<file path="src/rtl/vga_ctrl.sv">
// vga_ctrl
// ----------------------------------------------------------------------------
// 640x480@60 display timing controller. It walks the raster with h/v counters,
// hands row/column addresses to a pixel source, then realigns the colour that
// source returns (SRC_LATENCY ticks later) with sync and blanking. RGB and the
// sync pins are registered.
//
// Ports:
//   i_clk, i_rstn          clock, asynchronous active-low reset
//   i_pix_en               pixel tick; every piece of state advances only on it
//   o_src_en               source advance enable (i_pix_en passed through)
//   o_addr_col/o_addr_row  source address, forced to 0 outside the active area
//   i_col_r/g/b            colour from source, SRC_LATENCY ticks after address
//   o_r/o_g/o_b            registered colour, 0 in blanking
//   o_hsync/o_vsync        registered syncs, polarity set by SYNC_POL
//   o_frame_start          high on the tick that presents (0,0)
//   o_frame_cnt            frame counter, present only when VGA_CTRL_FRAME_CNT_EN
//                          is defined
// ----------------------------------------------------------------------------
module vga_ctrl #(
  parameter int   COL_BITS    = 4,
  parameter int   H_ACTIVE    = 640,
  parameter int   H_FP        = 16,
  parameter int   H_SYNC      = 96,
  parameter int   H_BP        = 48,
  parameter int   V_ACTIVE    = 480,
  parameter int   V_FP        = 10,
  parameter int   V_SYNC      = 2,
  parameter int   V_BP        = 33,
  parameter int   SRC_LATENCY = 1,
  parameter logic SYNC_POL    = 1'b0
) (
  input  logic                i_clk,
  input  logic                i_rstn,
  input  logic                i_pix_en,
  output logic                o_src_en,
  output logic [9:0]          o_addr_col,
  output logic [9:0]          o_addr_row,
  input  logic [COL_BITS-1:0] i_col_r,
  input  logic [COL_BITS-1:0] i_col_g,
  input  logic [COL_BITS-1:0] i_col_b,
  output logic [COL_BITS-1:0] o_r,
  output logic [COL_BITS-1:0] o_g,
  output logic [COL_BITS-1:0] o_b,
  output logic                o_hsync,
  output logic                o_vsync,
  output logic                o_frame_start
`ifdef VGA_CTRL_FRAME_CNT_EN
  ,
  output logic [15:0]         o_frame_cnt
`endif
);

  localparam int H_TOTAL = H_ACTIVE + H_FP + H_SYNC + H_BP;
  localparam int V_TOTAL = V_ACTIVE + V_FP + V_SYNC + V_BP;

  localparam logic [9:0] H_ACT_C  = 10'(H_ACTIVE);
  localparam logic [9:0] H_SS_C   = 10'(H_ACTIVE + H_FP);
  localparam logic [9:0] H_SE_C   = 10'(H_ACTIVE + H_FP + H_SYNC);
  localparam logic [9:0] H_LAST_C = 10'(H_TOTAL - 1);
  localparam logic [9:0] V_ACT_C  = 10'(V_ACTIVE);
  localparam logic [9:0] V_SS_C   = 10'(V_ACTIVE + V_FP);
  localparam logic [9:0] V_SE_C   = 10'(V_ACTIVE + V_FP + V_SYNC);
  localparam logic [9:0] V_LAST_C = 10'(V_TOTAL - 1);

  // Pin level when a sync pulse is not asserted.
  localparam logic SYNC_IDLE = ~SYNC_POL;

  logic [9:0] h_cnt_q, h_cnt_d;
  logic [9:0] v_cnt_q, v_cnt_d;
  logic       active, hs_raw, vs_raw;

  logic [SRC_LATENCY-1:0] act_dly_q, act_dly_d;
  logic [SRC_LATENCY-1:0] hs_dly_q, hs_dly_d;
  logic [SRC_LATENCY-1:0] vs_dly_q, vs_dly_d;

  logic [COL_BITS-1:0] r_q, r_d, g_q, g_d, b_q, b_d;
  logic                hsync_q, hsync_d, vsync_q, vsync_d;
  logic                frame_start;

  always_comb begin
    h_cnt_d = h_cnt_q;
    v_cnt_d = v_cnt_q;
    if (i_pix_en) begin
      if (h_cnt_q == H_LAST_C) begin
        h_cnt_d = '0;
        v_cnt_d = (v_cnt_q == V_LAST_C) ? '0 : v_cnt_q + 10'd1;
      end else begin
        h_cnt_d = h_cnt_q + 10'd1;
      end
    end
  end

  assign active = (h_cnt_q < H_ACT_C) && (v_cnt_q < V_ACT_C);
  assign hs_raw = (h_cnt_q >= H_SS_C) && (h_cnt_q < H_SE_C);
  assign vs_raw = (v_cnt_q >= V_SS_C) && (v_cnt_q < V_SE_C);

  assign o_src_en   = i_pix_en;
  assign o_addr_col = active ? h_cnt_q : '0;
  assign o_addr_row = active ? v_cnt_q : '0;

  // Gated by i_rstn so the pulse stays low while reset holds the counters at (0,0).
  assign frame_start   = i_rstn && i_pix_en && (h_cnt_q == '0) && (v_cnt_q == '0);
  assign o_frame_start = frame_start;

  // Timing flags travel alongside the source's read pipeline so they meet the
  // returned colour on the same tick.
  always_comb begin
    act_dly_d = act_dly_q;
    hs_dly_d  = hs_dly_q;
    vs_dly_d  = vs_dly_q;
    if (i_pix_en) begin
      act_dly_d[0] = active;
      hs_dly_d[0]  = hs_raw;
      vs_dly_d[0]  = vs_raw;
      for (int i = 1; i < SRC_LATENCY; i++) begin
        act_dly_d[i] = act_dly_q[i-1];
        hs_dly_d[i]  = hs_dly_q[i-1];
        vs_dly_d[i]  = vs_dly_q[i-1];
      end
    end
  end

  always_comb begin
    r_d     = r_q;
    g_d     = g_q;
    b_d     = b_q;
    hsync_d = hsync_q;
    vsync_d = vsync_q;
    if (i_pix_en) begin
      r_d     = act_dly_q[SRC_LATENCY-1] ? i_col_r : '0;
      g_d     = act_dly_q[SRC_LATENCY-1] ? i_col_g : '0;
      b_d     = act_dly_q[SRC_LATENCY-1] ? i_col_b : '0;
      hsync_d = hs_dly_q[SRC_LATENCY-1] ^ SYNC_IDLE;
      vsync_d = vs_dly_q[SRC_LATENCY-1] ^ SYNC_IDLE;
    end
  end

  always_ff @(posedge i_clk or negedge i_rstn) begin
    if (!i_rstn) begin
      h_cnt_q   <= '0;
      v_cnt_q   <= '0;
      act_dly_q <= '0;
      hs_dly_q  <= '0;
      vs_dly_q  <= '0;
      r_q       <= '0;
      g_q       <= '0;
      b_q       <= '0;
      hsync_q   <= SYNC_IDLE;
      vsync_q   <= SYNC_IDLE;
    end else begin
      h_cnt_q   <= h_cnt_d;
      v_cnt_q   <= v_cnt_d;
      act_dly_q <= act_dly_d;
      hs_dly_q  <= hs_dly_d;
      vs_dly_q  <= vs_dly_d;
      r_q       <= r_d;
      g_q       <= g_d;
      b_q       <= b_d;
      hsync_q   <= hsync_d;
      vsync_q   <= vsync_d;
    end
  end

  assign o_r     = r_q;
  assign o_g     = g_q;
  assign o_b     = b_q;
  assign o_hsync = hsync_q;
  assign o_vsync = vsync_q;

`ifdef VGA_CTRL_FRAME_CNT_EN
  // The first frame_start after reset opens frame 0, so counting starts with
  // the second one.
  logic        first_seen_q, first_seen_d;
  logic [15:0] frame_cnt_q, frame_cnt_d;

  always_comb begin
    first_seen_d = first_seen_q;
    frame_cnt_d  = frame_cnt_q;
    if (frame_start) begin
      if (first_seen_q) frame_cnt_d = frame_cnt_q + 16'd1;
      else              first_seen_d = 1'b1;
    end
  end

  always_ff @(posedge i_clk or negedge i_rstn) begin
    if (!i_rstn) begin
      first_seen_q <= 1'b0;
      frame_cnt_q  <= '0;
    end else begin
      first_seen_q <= first_seen_d;
      frame_cnt_q  <= frame_cnt_d;
    end
  end

  assign o_frame_cnt = frame_cnt_q;
`endif

endmodule

</file>
<file path="config.mk">
export PLATFORM = sky130hd
export DESIGN_NAME = vga_ctrl
export DESIGN_NICKNAME = d
export VERILOG_FILES = /design/src/rtl/vga_ctrl.sv
export SDC_FILE = /design/constraint.sdc
export NUM_CORES = 1
export LEC_CHECK = 0
export CORE_MARGIN = 8
export CORE_UTILIZATION = 44
export DETAILED_ROUTE_END_ITERATION = 8
export HOLD_SLACK_MARGIN = 0.15
export PLACE_DENSITY = 0.74
export SYNTH_ARGS = -nofsm -noshare
export SYNTH_HDL_FRONTEND = slang
export SYNTH_SLANG_ARGS = --single-unit
</file>
<file path="constraint.sdc">
create_clock -name i_clk -period 1.7 [get_ports i_clk]
set_input_delay 0.255 -clock i_clk [delete_from_list [all_inputs] [get_ports i_clk]]
set_output_delay 0.255 -clock i_clk [all_outputs]
set_load 0.02 [all_outputs]
</file>
==> results.json, run 1 <==
{
  "status": "finished with violations",
  "violations": "setup timing",
  "drt_first_iter_violations": 119,
  "reg2reg_from": "h_cnt_q[1]$_DFFE_PN0P_",
  "rows": 24,
  "die_area_um2": 6840,
  "fp.coreArea_um2": 4320,
  "grtUsageTotal": 0.191,
  "ctsHoldBuffers": 0,
  "synthCells": 209,
  "die_y_um": 82.7,
  "dr_wl_met2_um": 3060,
  "worst_hold_path_type": "input port to asynchronous set/reset pin",
  "rsz0062_at_grt": "yes",
  "yosys.area.top_type": "dfrtp_1",
  "drc": 0,
  "ant_nets": 0,
  "required_ns": 1.44,
  "clkTransAtPathRegs_ns": 0.07,
  "startpoint": "v_cnt_q[7]$_DFFE_PN0P_",
  "powerDensity_nw_per_um2": 816,
  "skew_ns": 0.00656,
  "via_per_inst": 5.41,
  "syn_area_um2": 1960,
  "initial_utilization": 0.453,
  "synth_fp_nets": 228,
  "yosysWarnings": 0,
  "final_util": 0.771,
  "hold_viol": 0,
  "gr-total-overflow": 0,
  "cap_violations": 0,
  "wl_met1_um": 2640,
  "syn_area_per_cell_um2": 9.37,
  "routed.top_layer": "met4",
  "synth_top_area_share": 0.447,
  "port_buffers": 49,
  "gp_congestion": 0.801,
  "worst_setup_path_end_kind": "output port",
  "nNetsFinal": 331,
  "area_delta_synth_final_pct": 70.2,
  "cts_sinks": 37,
  "crit_path_start_kind": "flip-flop",
  "seq_area_um2": 928,
  "layout_commonest_cell": "buf_4",
  "layout.cells.most_common_list": "buf_4 (55), dfrtp_1 (35), clkdlybuf4s50_1 (26)",
  "drive_gt1_frac": 0.438,
  "finalMaxSlewViolations": 0,
  "setup_viol": 19,
  "worst-path-max-fanout": 3,
  "grt_max_degree": 40,
  "crit_type": "flip-flop to output port",
  "antenna_found_initial": 0,
  "async_reset_ff_frac": 1.00,
  "nFillCells": 297,
  "wire_per_inst_um": 17.5,
  "wl_um": 6380,
  "fmax_mhz": 508,
  "worst_ir_drop_vdd_mv": 0.505,
  "cts_max_level": 2,
  "multiInputGateArea_um2": 1150,
  "synth_ff_type": "dfrtp_1",
  "fin_ws_ns": -0.267,
  "synth-seq-cells": 37,
  "first_global_vias": 2045,
  "clk_latency_ns": 0.30,
  "ios": 51,
  "cts_tree": "built",
  "yosysSeqAreaShare": 0.474,
  "cp.arrival_ns": 1.71,
  "diodes": 0,
  "dp.cells": 341,
  "synth-edff-count": 0,
  "final.period_utilization": 1.16,
  "wl_met3_um": 526,
  "grt_pass1_wl_um": 9950,
  "period_minus_slack_ns": 1.97,
  "leakagePower_nw": 1.51,
  "synthTopCellsByArea": "dfrtp_1 (45%), nand3_1 (4.9%), o21ai_0 (4.9%)",
  "routed-via-count": 1974,
  "cts_buffer_depth": 2,
  "synth_cell_type_count": 41,
  "first_pass_iters": 4,
  "numCtsBuffers": 5,
  "hpwlAfterDp_um": 4090,
  "final_cells": 365,
  "root_buffer": "clkbuf_8",
  "whs_ns": 0.503,
  "die_w_um": 82.7
}
[critical path: stages (launching register included)]
cell	delay [ns]
dfrtp_1	0.39
buf_4	0.16
nor4b_4	0.31
nand4_1	0.20
nor4_4	0.18
buf_4	0.18
[metrics by stage]
stage          setup slack, ns  total power [mW]  TNS, ns  cell area, um2
3_5_place_dp            -0.689              1.96   -11.27            2820
2_1_floorplan          -0.0715              1.48   -0.522            1990
5_1_grt                 -0.357              2.85    -4.56            3330
4_1_cts                 -0.237              2.65    -2.26            3130
6_report                -0.267              2.72    -2.35            3330
3_3_place_gp            -0.624              1.94   -10.68            2820
[synthesized netlist by cell type (all sizes together), types with 2 or more instances]
master and instances:
xnor2 7, o22ai 2, buf 5, dfrtp 35, mux2i 2, nand4 10, nor4b 2, a21oi 4
nor3 4, nor2 7, dfstp 2, and3 5, ha 4, nand3 19, inv 21, and2 12
mux2 3, clkbuf 10, nand4b 2, o21ai 19, nand2 8, nor4 11, xor2 3
[sequential cells by signal, summed over array words and instances, names as in the netlist]
register / flops
vs_dly_q: 1
v_cnt_q: 10
o_vsync: 1
hs_dly_q: 1
o_g: 4
act_dly_q: 1
o_hsync: 1
o_r: 4
o_b: 4
h_cnt_q: 10
[path summary, 6_finish.rpt]
path                                     endpoint  slack [ns]  depth (start not counted)
max reg2reg                v_cnt_q[8]$_DFFE_PN0P_       -0.06                          8
min                            o_g[3]$_DFFE_PN0P_        0.50                          2
min reg2reg                    o_g[1]$_DFFE_PN0P_        0.52                          2
max in group asynchronous     o_hsync$_DFFE_PN1P_        0.83                          2
max                                 o_frame_start       -0.27                          5
min in group i_clk             o_g[1]$_DFFE_PN0P_        0.52                          2
[metal layers]
metal / global-route usage / vias up
li1: - / 939
met5: 0 / -
met3: 0.0498 / 17
met4: 0.0845 / 0
met2: 0.312 / 80
met1: 0.230 / 938
[power breakdown]
part           total, mW  switching, mW  internal [mW]
registers           1.04         0.0774          0.967
logic               1.07          0.524          0.548
clock network      0.603          0.319          0.284
total               2.72          0.920           1.80
[final cells by class]
type | instances | share of cell area
clock buffer | 6 | 0.0218
clock inverter | 2 | 0.00300
inverter | 21 | 0.0236
multi-input combinational | 136 | 0.346
sequential | 37 | 0.279
tap | 52 | 0.0195
timing repair buffer | 111 | 0.308
[logic make-up after synthesis]
group	count (synthesis)	share of synthesized area
other	1	0.00192
xor gates and xnor gates	10	0.0447
buffers and inverters	36	0.0741
adders and majority gates	4	0.0256
DFF	37	0.474
AOI/OAI and AO/OA	30	0.0850
and+or+nand+nor	86	0.267
muxes	5	0.0275
[repair_timing]
| item | in CTS | in global routing |
|---|---|---|
| pin swaps | 21 | 13 |
| gates cloned | 1 | 0 |
| endpoints found under the setup margin | 34 | 34 |
| buffers inserted | 11 | 10 |
| resized for setup | 158 | 41 |
Note: power is estimated with default switching activity, not from simulation.
==> run 2, diff against run 1 <==
CAP_MARGIN = 10   (was default)
==> results of run 2 <==
The final DEF is identical to that of run 1; final timing and power are the same.
==> run 3, diff against run 2 <==
ABC_CLOCK_PERIOD_IN_PS = 1700   (was default)
==> results of run 3 <==
The final DEF is identical to that of run 1; final timing and power are the same.
